`src/rtl/video_timing_detect_pkg.sv`:
```
// Shared definitions for the video timing detector: FSM encoding, measurement
// counter width and the saturating increment used by the line and run counters.
package video_timing_detect_pkg;

    localparam int CNT_W = 12;
    localparam logic [CNT_W-1:0] CNT_MAX = '1;

    typedef enum logic [1:0] {
        ST_IDLE    = 2'd0,
        ST_MEASURE = 2'd1,
        ST_LOCKED  = 2'd2
    } vtd_state_t;

    function automatic logic [CNT_W-1:0] sat_inc(input logic [CNT_W-1:0] v);
        return (v == CNT_MAX) ? v : v + 1'b1;
    endfunction

endpackage

```
`src/rtl/video_edge_det.sv`:
```
// One-cycle delay of a video control signal plus rise/fall pulses against it.
// The delayed copy doubles as the pass-through output for that signal.
module video_edge_det (
    input  logic clk,
    input  logic rst,
    input  logic d,
    output logic prev,
    output logic rise,
    output logic fall
);

    always_ff @(posedge clk) begin
        if (rst) begin
            prev <= 1'b0;
        end else begin
            prev <= d;
        end
    end

    assign rise = d & ~prev;
    assign fall = ~d & prev;

endmodule

```
`src/rtl/video_timing_detect.sv`:
```
// Measures active width/lines of incoming video frames and reports a locked
// format once LOCK_FRAMES consecutive identical good frames have been seen.
module video_timing_detect
    import video_timing_detect_pkg::*;
#(
    parameter int          LOCK_FRAMES   = 2,
    parameter int unsigned TIMEOUT_CYC   = 2**24,
    parameter logic [15:0] FRAME_CNT_RST = 16'h0000
) (
    input  logic             clk,
    input  logic             rst,
    input  logic [23:0]      rgb_in,
    input  logic             de,
    input  logic             hsync,
    input  logic             vsync,
    output logic [23:0]      rgb_out,
    output logic             de_out,
    output logic             hsync_out,
    output logic             vsync_out,
    output logic [CNT_W-1:0] active_width,
    output logic [CNT_W-1:0] active_lines,
    output logic             stable,
    output logic [15:0]      frame_cnt,
    output logic [1:0]       state
);

    localparam logic [15:0] LOCK_N = 16'(LOCK_FRAMES);

    logic de_rise, de_fall, hs_rise, hs_fall, vs_rise, vs_fall;
    logic unused_edges;

    video_edge_det u_de (.clk(clk), .rst(rst), .d(de),    .prev(de_out),    .rise(de_rise), .fall(de_fall));
    video_edge_det u_hs (.clk(clk), .rst(rst), .d(hsync), .prev(hsync_out), .rise(hs_rise), .fall(hs_fall));
    video_edge_det u_vs (.clk(clk), .rst(rst), .d(vsync), .prev(vsync_out), .rise(vs_rise), .fall(vs_fall));

    assign unused_edges = de_rise ^ hs_rise ^ hs_fall ^ vs_fall;

    vtd_state_t       state_q;
    logic [CNT_W-1:0] run_cnt, line_cnt, width_rec;
    logic [CNT_W-1:0] st_width, st_lines;
    logic             frame_bad;
    logic [15:0]      match_cnt;
    logic [31:0]      to_cnt;

    logic             run_sat, first_fall, fall_bad, fin_bad;
    logic [CNT_W-1:0] fin_width, fin_lines;
    logic             frame_good, frame_same, timeout;
    logic [15:0]      next_match;

    // "fin_*" is the just-ending frame including a DE fall that lands on the boundary.
    always_comb begin
        run_sat    = de && (run_cnt == CNT_MAX);
        first_fall = de_fall && (line_cnt == '0);
        fall_bad   = de_fall && ((line_cnt == CNT_MAX) || (!first_fall && (run_cnt != width_rec)));
        fin_bad    = frame_bad || run_sat || fall_bad;
        fin_width  = first_fall ? run_cnt : width_rec;
        fin_lines  = de_fall ? sat_inc(line_cnt) : line_cnt;
        frame_good = !fin_bad && (fin_width != '0) && (fin_lines != '0);
        frame_same = (fin_width == st_width) && (fin_lines == st_lines);
        next_match = 16'd0;
        if (frame_good && frame_same) begin
            next_match = (match_cnt == 16'hFFFF) ? match_cnt : match_cnt + 16'd1;
        end else if (frame_good) begin
            next_match = 16'd1;
        end
        timeout = !vs_rise && (to_cnt == 32'(TIMEOUT_CYC - 1));
    end

    always_ff @(posedge clk) begin
        if (rst) begin
            rgb_out      <= '0;
            run_cnt      <= '0;
            line_cnt     <= '0;
            width_rec    <= '0;
            frame_bad    <= 1'b0;
            st_width     <= '0;
            st_lines     <= '0;
            match_cnt    <= '0;
            to_cnt       <= '0;
            active_width <= '0;
            active_lines <= '0;
            stable       <= 1'b0;
            frame_cnt    <= FRAME_CNT_RST;
            state_q      <= ST_IDLE;
        end else begin
            rgb_out <= rgb_in;

            if (vs_rise) begin
                run_cnt   <= '0;
                line_cnt  <= '0;
                width_rec <= '0;
                frame_bad <= 1'b0;
                frame_cnt <= frame_cnt + 16'd1;
                to_cnt    <= '0;
            end else begin
                run_cnt <= de ? sat_inc(run_cnt) : '0;
                if (run_sat) frame_bad <= 1'b1;
                if (de_fall) begin
                    line_cnt <= sat_inc(line_cnt);
                    if (first_fall) width_rec <= run_cnt;
                    if (fall_bad) frame_bad <= 1'b1;
                end
                to_cnt <= timeout ? '0 : to_cnt + 32'd1;
            end

            case (state_q)
                ST_IDLE: begin
                    if (vs_rise) begin
                        state_q   <= ST_MEASURE;
                        match_cnt <= '0;
                        st_width  <= '0;
                        st_lines  <= '0;
                    end
                end
                ST_MEASURE: begin
                    if (vs_rise) begin
                        st_width  <= fin_width;
                        st_lines  <= fin_lines;
                        match_cnt <= next_match;
                        if (next_match >= LOCK_N) begin
                            state_q      <= ST_LOCKED;
                            active_width <= fin_width;
                            active_lines <= fin_lines;
                            stable       <= 1'b1;
                        end
                    end
                end
                ST_LOCKED: begin
                    if (vs_rise) begin
                        match_cnt <= next_match;
                        if (!(frame_good && frame_same)) begin
                            state_q  <= ST_MEASURE;
                            stable   <= 1'b0;
                            st_width <= fin_width;
                            st_lines <= fin_lines;
                        end
                    end
                end
                default: state_q <= ST_IDLE;
            endcase

            // Losing vsync entirely overrides whatever the FSM decided above.
            if (timeout) begin
                state_q <= ST_IDLE;
                stable  <= 1'b0;
            end
        end
    end

    assign state = state_q;

endmodule

```
`config.mk`:
```
export PLATFORM = sky130hd
export DESIGN_NAME = video_timing_detect
export DESIGN_NICKNAME = d
export VERILOG_FILES = /design/src/rtl/video_timing_detect_pkg.sv /design/src/rtl/video_edge_det.sv /design/src/rtl/video_timing_detect.sv
export SDC_FILE = /design/constraint.sdc
export NUM_CORES = 1
export LEC_CHECK = 0
export CORE_MARGIN = 2
export CORE_UTILIZATION = 50
export CTS_BUF_LIST = sky130_fd_sc_hd__clkbuf_8
export DETAILED_ROUTE_END_ITERATION = 16
export PLACE_DENSITY = 0.69
export SLEW_MARGIN = 10
export SYNTH_ARGS = -nofsm -noshare
export SYNTH_HDL_FRONTEND = slang
export SYNTH_SLANG_ARGS = --single-unit
```
`constraint.sdc`:
```
create_clock -name clk -period 9.5 [get_ports clk]
set_input_delay 1.9 -clock clk [delete_from_list [all_inputs] [get_ports clk]]
set_output_delay 1.9 -clock clk [all_outputs]
set_load 0.1 [all_outputs]
```
; ---- After elaboration in Yosys (flattened, before gate mapping)
; Index checks and enable logic that the tools add are counted.
[totals]
reg_bits = 179
latchBits = 0
ramBits = 0
romBits = 0
input_bits = 29
output_inout_bits = 70
memories = 0
[classes]
addsub = 5
n_mul = 0
div_mod_pow = 0
magnitude_cmp = 1
n_eq_ne = 15
shifts = 0
muxes = 32
bitwise_logic = 4
reduce_logical = 32
[op_table]
columns = op, n
row1 = 12-bit 2-to-1 mux, 10
row2 = 12-bit case mux with 3 select lines, 2
row3 = 16-bit 2-to-1 mux, 4
row4 = "16-bit by 1-bit adder with 16-bit output, second input constant", 2
row5 = "32-bit by 1-bit adder with 32-bit output, second input constant", 1
row6 = "32-bit by 24-bit equality test with 1-bit output, second input constant", 1
row7 = 16-bit case mux with 2 select lines, 1
row8 = "12-bit by 1-bit adder with 12-bit output, second input constant", 2
row9 = 12-bit equality test, 2
row10 = "12-bit equality test, second input constant", 2
row11 = 12-bit nonzero test, 2
row12 = "16-bit equality test, second input constant", 1
row13 = "16-bit by 2-bit greater-or-equal comparator with 1-bit output, second input constant", 1
row14 = 5-bit AND reduction, 3
row15 = 12-bit logical NOT, 1
row16 = 12-bit != test, 1
row17 = 2-bit 2-to-1 mux, 5
row18 = "2-bit != test, second input constant", 5
row19 = 1-bit logical AND, 9
row20 = 1-bit 2-to-1 mux, 8
row21 = 2-bit case mux with 3 select lines, 1
row22 = 3-bit AND reduction, 2
row23 = 2-bit OR reduction, 3
row24 = 3-bit OR reduction, 2
row25 = other kinds (11), 18

; ---- Depth between registers and ports, before layout
; Gate-level depths: netlist of run 1.
[logic_depth]
ltp_word = 17
depth_mapped = 15
ltp_nobuf = 11

; ---- By module
; A second synthesis of run 1 with hierarchy kept.
[hier_totals]
cells_unflattened = 1057
hier_area_um2 = 9080.0
[by_module_without_submodules]
columns = module, n_inst, cells_per_inst, area_per_inst_um2
row1 = video_timing_detect, 1, 1045, 8963.6
row2 = video_edge_det, 3, 4, 38.8

; ---- Worst setup path before layout of run 1
; Ideal clock, no wire load.
[synth_path]
path_kind = input to register
from = in de
to = reg st_width[11]
setup_time_ps = 123
arrival_ps = 4552
required_ps = 9377
path_slack_ps = 4825
stages = 10
n_path_buf = 2
cell_sequence = and4b_1 -> clkbuf_1 -> and3_1 -> a211oi_1 -> or4_1 -> nor4_4 -> a31oi_4 -> o21bai_4 -> buf_6 -> mux2_1
[synth_via]
elab_chain_len = 14
[synth_lines]
columns = element, line
row1 = "start, declared", video_timing_detect.sv:13  ; input logic de,
row2 = 1-bit NOT (no source line), -
row3 = 1-bit bitwise AND, video_edge_det.sv:21  ; assign fall = ~d & prev;
row4 = 1-bit logical AND, video_timing_detect.sv:53  ; first_fall = de_fall && (line_cnt == '0);
row5 = 1-bit logical NOT, video_timing_detect.sv:54  ; fall_bad = de_fall && ((line_cnt == CNT_MAX) || (!first_fall && (run_cnt != width_rec)));
row6 = 1-bit logical AND, video_timing_detect.sv:54
row7 = 1-bit logical OR, video_timing_detect.sv:54
row8 = 1-bit logical AND, video_timing_detect.sv:54
row9 = 1-bit logical OR, video_timing_detect.sv:55  ; fin_bad = frame_bad || run_sat || fall_bad;
row10 = 1-bit logical NOT, video_timing_detect.sv:58  ; frame_good = !fin_bad && (fin_width != '0) && (fin_lines != '0);
row11 = 1-bit logical AND (2 in series), video_timing_detect.sv:58
row12 = 1-bit logical AND, video_timing_detect.sv:131  ; if (!(frame_good && frame_same)) begin
row13 = 2-bit != test (no source line), -
row14 = 5-bit AND reduction (no source line), -
row15 = "end signal, assigned", video_timing_detect.sv:117  ; st_width <= fin_width;
row16 = "end signal, assigned", video_timing_detect.sv:134  ; st_width <= fin_width;
row17 = "end, declared", video_timing_detect.sv:40  ; logic [CNT_W-1:0] st_width, st_lines;
; Parallel ways exist; a longest one is shown, timed or not. The select of a mux whose other input is x is not followed.
; A chain may end at the register's enable or synchronous reset.

; ---- Worst setup path in the final report of run 1
[layout_path]
from = in de
to = reg st_lines[1]
[layout_via]
elab_chain_len = 14
[layout_lines]
columns = element, line
row1 = 1-bit NOT (no source line), -
row2 = 1-bit bitwise AND, video_edge_det.sv:21
row3 = 1-bit logical AND, video_timing_detect.sv:53
row4 = 1-bit logical NOT, video_timing_detect.sv:54
row5 = 1-bit logical AND, video_timing_detect.sv:54
row6 = 1-bit logical OR, video_timing_detect.sv:54
row7 = 1-bit logical AND, video_timing_detect.sv:54
row8 = 1-bit logical OR, video_timing_detect.sv:55
row9 = 1-bit logical NOT, video_timing_detect.sv:58
row10 = 1-bit logical AND (2 in series), video_timing_detect.sv:58
row11 = 1-bit logical AND, video_timing_detect.sv:131
row12 = 2-bit != test (no source line), -
row13 = 5-bit AND reduction (no source line), -
row14 = "end signal, assigned", video_timing_detect.sv:118  ; st_lines <= fin_lines;
row15 = "end signal, assigned", video_timing_detect.sv:135  ; st_lines <= fin_lines;
row16 = "end, declared", video_timing_detect.sv:40
; Parallel ways exist; a longest one is shown, timed or not. The select of a mux whose other input is x is not followed.

==> metrics, run 1 <==
cell family with the largest share of critical-path delay=simple AND/OR/NAND/NOR gates; power share of the sequential group=51.9%; effective utilization at floorplan=between 50% and 60%; worst-path fanout max=24; Switch Pwr=438.4 µW; switching fraction of total power=a little under 30%; sequential share of the synthesized area=between 40% and 50%; worst hold path stage count=1; cell repeated most along the worst path=nand4_1; deepest level of the CTS H-tree=4; number of global-route vias before repair=6697; synthesized instance count=just over 1000; die extent in y=136.6 µm; # DRC=0; number of setup buffers added after CTS=0; Setup Viol. Count Final=0; share of synthesized area spent on multiplexers=roughly 5.2%; worst vdd ir=around 98 µV; Buffers on Ports=a little under 100; largest incremental delay on the critical path=800 ps; TritonCTS buffer count=17; critical path capture point type=register; combinational family with the most area after synthesis=simple AND/OR/NAND/NOR gates; post-synth top area share=roughly two fifths; actual transition at the worst max-transition pin=between 1000 and 1500 ps; top flip-flop cell by instance count after synthesis=dfxtp_1; syn nets=1066; clk root buf=clkbuf_8; RD Place Congestion=~0.94; Diodes inserted=0; number of top-level pins=between 90 and 100; Synth Area in Compound Gates=between 10 and 15%; Final Net Count=roughly 1100; DPL Wire Length=about 15000 µm; clock network fraction of design power=36.6%; cell with the largest stage delay on the worst path=nand4_1; number of hold-repair buffers added at the cts stage=0; Final Max Slew Viols=0; power density over the cells=144.2 mW/mm²; global-route total usage across every layer=between 20% and 30%; placed instance area=0.009801 mm²; Clock Pin Slew Worst Setup and Hold Paths=100 ps; max_cap viols=0; setup repair after global routing missed its margin=no; wire length of the first global-routing pass=34200 µm; Fin Setup TNS=0 ps; arrival time of data at the critical path endpoint=~6500 ps; Pre-antenna DRT Iters=6; horizontal die dimension=roughly 140 µm; Cell Chain, Critical Path=clkdlybuf4s50_1, nor2b_1, nand4_1, mux2i_1, o32a_1, nand4_1, nor4_4, a31oi_4, o21bai_4, mux2_2; routed via count=7515; via/cell ratio=5.685; clk buf depth=2; main area contributors after synthesis=dfxtp_1, nor2_1, xor2_1; startpoint of the most critical hold path=to_cnt[0]; basic-gate share of the synthesized area counting and, or, nand and nor cells=a little over a quarter; total detailed-routing wirelength=21270 µm; startpoint types=input pin; fraction of layout instances using a drive strength above 1=between 5 and 6%; # rows=48; result of the run=finished clean; worst-case clock skew=around 18 ps; area of the placeable core=0.01724 mm²; maximum number of pins on one net before global-route repair=54; area enclosed by the die boundary=~0.019 mm²; end of the worst register-to-register path=st_lines[1]; number of flops mapped to enable cells by yosys=0; detail-routed net length per standard cell=16.09 µm; number of synthesized register bits=about 180; number of gates given a new drive strength after cts=0; sink of the worst hold path=to_cnt[0]; clock tree from TritonCTS=done; insertion delay to the later sink of the worst-skew pair=roughly 480 ps; Int Power=1034 µW; count of yosys warnings during synthesis=0; Async SR Flop Fraction=0%; leading cell type in the layout, fill and taps excluded=dfxtp_1; DRT antenna net count=0; worst reg2reg setup slack=about 4600 ps; final non-filler cell area=about 0.010 mm²; Required @ worst endpoint=around 10000 ps; number of DRC violations after detailed-routing iteration 0=around 680; highest clock frequency the design can meet=around 0.16 GHz; path category of the worst min-delay check=register to register; worst setup path class=input pin to register; share of synthesized cell area in full adder, half adder and majority cells=between 1 and 1.5%; part of the cycle the worst path needs=between 60% and 70%; most area-hungry cell type in the Yosys netlist=dfxtp_1; worst rel slew slack=30.85%; startpoint of the most critical register-to-register path=line_cnt[0]; highest-count cells in the layout ignoring fill and taps=dfxtp_1, nor2_1, clkdlybuf4s50_1, nand2_1, a21oi_1; power share of the combinational group=between 10% and 20%; area growth from synthesis to layout=16.10%; Netlist Area Pre-Place=~0.0088 mm²; count of different cell masters after synthesis=65; XOR/XNOR share of the synthesized area=between 9 and 10%; number of hold-slack violations in the final timing report=0; antenna violations before repair=0; leakage power of the design=around 0.0037 µW; Congestion Overflow GR=0; Period minus WS final=6159 ps; Sinks on Clock Net=between 150 and 200; Worst Reg2Reg Path Length in Cells=11; buffering stage count on the worst path with inverters included=1; mean instance size in the synthesized netlist=8.561 µm²
-- layout make-up --
type	instances	area (µm²)
Clock inverter	14	158.9
Sequential cell	179	3583
Clock buffer	18	247.7
Fill cell	1544	7029
Inverter	30	112.6
Timing Repair Buffer	104	1021
Tap cell	225	281.5
Multi-Input combinational cell	752	4802
-- metal layers --
layer  share of wire, %  wire length, µm  track usage, %
met4                1.4              291           6.308
met3                7.4             1577           7.111
met1                 47            10070           32.45
met5                  0                0               0
met2                 44             9328           34.86
-- per-stage QoR --
step / hold WS (ps) / setup WS (ps) / std cells / power, µW / utilization [%]
CTS: 458.2 / 3393 / 1322 / 1484 / 59.22
detailed placement: 436.3 / 2907 / 1290 / 950.8 / 56.86
floorplan: 417.5 / 4825 / 1027 / 907.9 / -
global route: 480.7 / 3117 / 1322 / 1527 / 59.22
global placement: 430.9 / 3031 / 1290 / 949.9 / 56.86
finish: 456.0 / 3341 / 1322 / 1472 / 59.22
-- synthesized netlist by cell type, types with 9 or more instances --
cell type / n
nand2_1: 67
a21oi_1: 57
and2_1: 10
a31oi_1: 9
inv_1: 30
nor2_1: 129
o21ai_0: 27
dfxtp_1: 179
clkbuf_1: 49
xnor2_1: 39
nand4_1: 22
nor3_1: 20
nor4_1: 24
mux2_4: 10
and3_1: 19
a311oi_1: 15
and4_1: 12
mux2i_1: 23
nor2b_1: 42
ha_1: 10
xor2_1: 52
nand3_1: 55
-- power by group through the flow --
stage | clock network, µW | registers [µW] | logic, µW
global route | 581 | 766 | 180
CTS | 549 | 765 | 170
detailed placement | 0 | 782 | 169
finish | 538 | 765 | 169
global placement | 0 | 782 | 168
floorplan | 0 | 837 | 70.7
-- cells by family (layout without fill, tap and decap cells) --
| group | count (synthesis) | after routing |
|---|---|---|
| compound gates | 163 | 163 |
| xor+xnor | 91 | 91 |
| fa+ha+maj | 10 | 10 |
| buf+inv | 96 | 166 |
| flops | 179 | 179 |
| mux | 40 | 40 |
| simple gates | 448 | 448 |
-- state kept, by name (all words and copies together) (netlist names), 12 cells and up --
register,count
frame_cnt,16
active_width,12
st_lines,12
to_cnt,32
line_cnt,12
active_lines,12
match_cnt,16
rgb_out,24
width_rec,12
st_width,12
run_cnt,12
-- how the worst max path moves through the flow --
stage | start | endpoint | slack (ps) | cells past startpoint
detailed placement | de | st_lines[1] | 2910 | 10
floorplan | de | st_width[11] | 4820 | 10
CTS | de | st_lines[1] | 3390 | 10
global placement | de | st_width[0] | 3030 | 10
finish | de | st_lines[1] | 3340 | 10
global route | de | st_lines[4] | 3120 | 10
(Power assumes the default switching activity.)
==> inputs of run 2 (changes only) <==
--- a/config.mk
+++ b/config.mk
@@ -9,7 +9,7 @@
 export CORE_UTILIZATION = 50
 export CTS_BUF_LIST = sky130_fd_sc_hd__clkbuf_8
 export DETAILED_ROUTE_END_ITERATION = 16
-export PLACE_DENSITY = 0.69
+export PLACE_DENSITY = 0.72
 export SLEW_MARGIN = 10
 export SYNTH_ARGS = -nofsm -noshare
 export SYNTH_HDL_FRONTEND = slang
==> constraint.sdc (replaced) <==
create_clock -name clk -period 5.4 [get_ports clk]
set_input_delay 1.08 -clock clk [delete_from_list [all_inputs] [get_ports clk]]
set_output_delay 1.08 -clock clk [all_outputs]
set_load 0.1 [all_outputs]
==> metrics, run 2 (same netlist as run 1, synthesis figures left out) <==
area enclosed by the die boundary=between 0.015 and 0.02 mm²; area of the placeable core=0.01724 mm²; Largest Register=to_cnt; worst setup path class=input pin to register; worst-path fanout max=24; worst rel slew slack=24.34%; Diodes inserted=0; Setup Viol. Count Final=0; area taken by multi-input logic gates=slightly below 0.005 mm²; # rows=48; part of the cycle the worst path needs=between 80% and 90%; worst-case clock skew=between 15 and 20 ps; Post-Layout Cell Count=1328; Placed Cells=around 1300; worst vdd ir=approximately 240 µV; Final Net Count=approximately 1100; clock tree from TritonCTS=done; highest clock frequency the design can meet=0.2190 GHz; clk buf depth=2; Sinks on Clock Net=about 180; insertion delay to the later sink of the worst-skew pair=between 400 and 500 ps; DRT antenna net count=0; wire length of the first global-routing pass=34980 µm; setup slack after layout=834.0 ps; # DRC=0; met3 WL post-DR=roughly 1700 µm; number of DRC violations after detailed-routing iteration 0=between 600 and 700; global-route total usage across every layer=23.58%; Clock Pin Slew Worst Setup and Hold Paths=roughly 100 ps; leading cell type in the layout, fill and taps excluded=dfxtp_1; antenna violations before repair=0; area growth from synthesis to layout=17.19%; arrival time of data at the critical path endpoint=4930 ps; clk root buf=clkbuf_8; Fin Setup TNS=0 ps; number of hold-slack violations in the final timing report=0; Sequential cell area=approximately 0.0036 mm²; max_cap viols=0; max FFs per register=32; Period minus WS final=4566 ps; deepest level of the CTS H-tree=4; worst hold margin=465.4 ps; RD Place Congestion=0.9360; Regs by FF count=to_cnt (32), rgb_out (24); power density over the cells=257.5 mW/mm²; # fillers=roughly 1500; result of the run=finished clean; met1 wire length=just under 10000 µm; Required @ worst endpoint=slightly below 6000 ps; highest-count cells in the layout ignoring fill and taps=dfxtp_1, nor2_1, clkdlybuf4s50_1, nand2_1, a21oi_1; routed via count=7544; minimum setup slack after placement=~440 ps; Pre-antenna DRT Iters=8; horizontal die dimension=around 140 µm; number of top-level pins=99; effective utilization at floorplan=between 50% and 60%; Final Max Slew Viols=0; total detailed-routing wirelength=about 21000 µm; fraction of the core area covered by cells at the end of the flow=between 50% and 60%; number of global-route vias before repair=around 6900; number of setup buffers added after CTS=0; number of hold-repair buffers added at the cts stage=0; actual transition at the worst max-transition pin=between 1000 and 1500 ps; path category of the worst min-delay check=register to register; startpoint types=input pin; highest routed layer=met4; maximum number of pins on one net before global-route repair=just over 90; Buffers on Ports=98; detail-routed net length per standard cell=between 15 and 20 µm; via/cell ratio=between 5 and 6; fraction of layout instances using a drive strength above 1=between 6 and 7%; die extent in y=roughly 140 µm; critical path capture point type=register; TritonCTS buffer count=17; DPL Wire Length=roughly 15000 µm; Congestion Overflow GR=0; detailed-routed wire length on met2=just under 10000 µm; setup repair after global routing missed its margin=no; number of gates given a new drive strength after cts=0; leakage power of the design=about 0.0038 µW
==> run 2: cell types whose count changed in the layout (fill, tap and decap cells not counted), sizes merged <==
cell and delta:
bufinv +1, buf +6, clkinvlp -1, clkbuf -1, clkinv +1
==> run 2: critical path: stages <==
cell and delay [ps]:
clkdlybuf4s50_1 540, nor2b_1 290, nand4_1 280, or4_1 580, a22oi_1 180, nand4_1 190
nor4_4 600, a31oi_4 230, o21bai_4 180, buf_4 380, mux2_2 380
==> run 2: cell type report <==
type                       count  area share, %
clock inverter                15          2.052
sequential                   179          34.78
tap                          225          2.732
timing repair buffer         110          10.47
inverter                      30          1.093
multi-input combinational    752          46.61
clock buffer                  17          2.271
==> run 2: power by group <==
group	leakage [µW]	internal (µW)	total (µW)	switching [µW]
clock network	0.000225	445	1010	563
registers	0.00145	1340	1350	10.2
logic	0.00208	83.1	301	217
total	0.00375	1860	2650	790
==> run 2: worst paths after layout <==
check | slack [ps] | startpoint | to | cells past startpoint
max | 830 | de | st_lines[1] | 11
min | 470 | to_cnt[0] | to_cnt[0] | 1
max reg2reg | 1250 | line_cnt[0] | st_lines[1] | 12
min reg2reg | 470 | to_cnt[0] | to_cnt[0] | 1
==> run 2: metrics by stage <==
stage               area (µm²)  total power, µW
floorplan                 8792             1597
finish                   10300             2654
global route             10300             2747
detailed placement        9858             1674
CTS                      10300             2672
global placement          9858             1673
==> run 2: per-layer routing <==
layer | vias to the layer above | track usage, %
met5 | - | 0
met4 | 0 | 5.961
met3 | 17 | 7.037
met2 | 256 | 37.08
met1 | 3525 | 31.65
li1 | 3746 | -
==> inputs of run 3 (changes only) <==
==> constraint.sdc (replaced) <==
create_clock -name clk -period 3.9 [get_ports clk]
set_input_delay 0.78 -clock clk [delete_from_list [all_inputs] [get_ports clk]]
set_output_delay 0.78 -clock clk [all_outputs]
set_load 0.1 [all_outputs]
==> metrics, run 3 (same netlist as run 1, synthesis figures left out) <==
Clock Pin Slew Worst Setup and Hold Paths=roughly 100 ps; Placed Cells=~1300; clock tree from TritonCTS=done; routed via count=between 7000 and 8000; wire length of the first global-routing pass=36250 µm; area of the placeable core=roughly 0.017 mm²; max FFs per register=32; number of setup buffers added after CTS=0; number of hold-repair buffers added at the cts stage=0; worst setup path startpoint=line_cnt[6]; # DRC=0; # fillers=roughly 1500; detail-routed net length per standard cell=16.17 µm; DRT antenna net count=0; number of top-level pins=99; arrival time of data at the critical path endpoint=a little over 4000 ps; startpoint types=register; Setup Viol. Count Final=0; via/cell ratio=5.662; worst setup path class=register to register; TritonCTS buffer count=17; number of global-route vias before repair=around 7200; highest-count cells in the layout ignoring fill and taps=dfxtp_1, nor2_1, clkdlybuf4s50_1, nand2_1, buf_4; deepest level of the CTS H-tree=4; die extent in y=136.6 µm; Post-Layout Cell Count=1381; Worst Reg2Reg Path Length in Cells=11; power density over the cells=about 340 mW/mm²; number of hold-slack violations in the final timing report=0; sink of the worst hold path=to_cnt[0]; area growth from synthesis to layout=21.50%; result of the run=finished clean; DPL Wire Length=roughly 16000 µm; total detailed-routing wirelength=roughly 22000 µm; clk buf depth=2; Regs by FF count=to_cnt (32), rgb_out (24); Final Net Count=1182; end of the worst register-to-register path=match_cnt[12]; path category of the worst min-delay check=register to register; fraction of the core area covered by cells at the end of the flow=between 60 and 70%; Required @ worst endpoint=about 4300 ps; worst hold path stage count=1; RD Place Congestion=between 0.9 and 1; critical path capture point type=register; Switch Pwr=1128 µW; number of DRC violations after detailed-routing iteration 0=about 730; actual transition at the worst max-transition pin=approximately 1000 ps; worst vdd ir=~300 µV; worst hold margin=457.6 ps; effective utilization at floorplan=a little over 50%; clk root buf=clkbuf_8; leakage power of the design=0.003996 µW; fraction of layout instances using a drive strength above 1=10.64%; highest clock frequency the design can meet=0.2753 GHz; leading cell type in the layout, fill and taps excluded=dfxtp_1; # rows=48; Int Power=approximately 2500 µW; horizontal die dimension=136.6 µm; insertion delay to the later sink of the worst-skew pair=~490 ps; Sinks on Clock Net=approximately 180; worst-case clock skew=between 20 and 25 ps; number of gates given a new drive strength after cts=0; startpoint of the most critical hold path=to_cnt[0]; setup repair after global routing missed its margin=no; Largest Register=to_cnt; maximum number of pins on one net before global-route repair=approximately 60; power share of the combinational group=about an eighth; setup slack after layout=about 270 ps; minimum setup slack after placement=-82.81 ps; part of the cycle the worst path needs=between 90% and 100%; power share of the sequential group=51.7%; Diodes inserted=0; Pre-antenna DRT Iters=6; antenna violations before repair=0; Congestion Overflow GR=0; Period minus WS final=about 3600 ps; switching fraction of total power=between 30% and 40%; worst-path fanout max=9; Final Max Slew Viols=0; max_cap viols=0; startpoint of the most critical register-to-register path=line_cnt[6]; worst rel slew slack=approximately a third; worst reg2reg setup slack=~270 ps; Buffers on Ports=between 90 and 100; global-route total usage across every layer=about a quarter; area enclosed by the die boundary=approximately 0.019 mm²; clock network fraction of design power=around 36%
run 3: cell count changes in the layout (fill, tap and decap cells not counted), sizes merged:
cell      previous run  this run
inv                 38        39
clkinvlp             0         1
bufinv               2         0
buf                 13        66
run 3: metal layers:
metal  track usage (%)  vias to the layer above  share of wire [%]
li1                  -                     3838                  -
met1             34.10                     3673                 46
met2             37.31                      276                 45
met5                 0                        -                  0
met3             5.852                       32                7.3
met4             7.639                        0                1.6
run 3: how the worst max path moves through the flow:
stage               endpoint  slack, ps  cells after the start
2_1_floorplan   st_width[11]         40                     10
3_3_place_gp     st_width[0]        -50                     12
3_5_place_dp     st_width[0]        -80                     12
4_1_cts        match_cnt[11]        370                     11
5_1_grt        match_cnt[11]         30                     11
6_report       match_cnt[12]        270                     11
run 3: cell type report:
type	instances	area (µm²)	share of cell area [%]
Clock buffer	17	234.0	2.190
Clock inverter	15	180.2	1.687
Inverter	30	112.6	1.054
Multi-Input combinational cell	752	4802	44.95
Sequential cell	179	3583	33.54
Tap cell	225	281.5	2.635
Timing Repair Buffer	163	1489	13.94
run 3: worst max-delay path, stage by stage (launching register included):
cell and delay [ps]:
dfxtp_1 540, nand3_1 320, or4_1 710, a21oi_1 210, a21oi_1 130, buf_4 180
and4b_1 230, a211oi_1 480, and3_1 330, buf_4 170, a41oi_1 110, nor3_1 130
run 3: power by group through the flow:
stage	Sequential [µW]	Combinational (µW)	Clock (µW)
final	1860	439	1300
after global routing	1870	466	1390
after CTS	1860	438	1340
after detailed placement	1910	437	0
after global placement	1900	436	0
after floorplan	2040	172	0
run 3: through the flow:
stage | setup TNS, ps | area [µm²] | power, µW
2_1_floorplan | 0 | 8792 | 2211
3_3_place_gp | -663.1 | 10270 | 2341
3_5_place_dp | -2133 | 10270 | 2342
4_1_cts | 0 | 10680 | 3639
5_1_grt | 0 | 10680 | 3725
6_report | 0 | 10680 | 3606
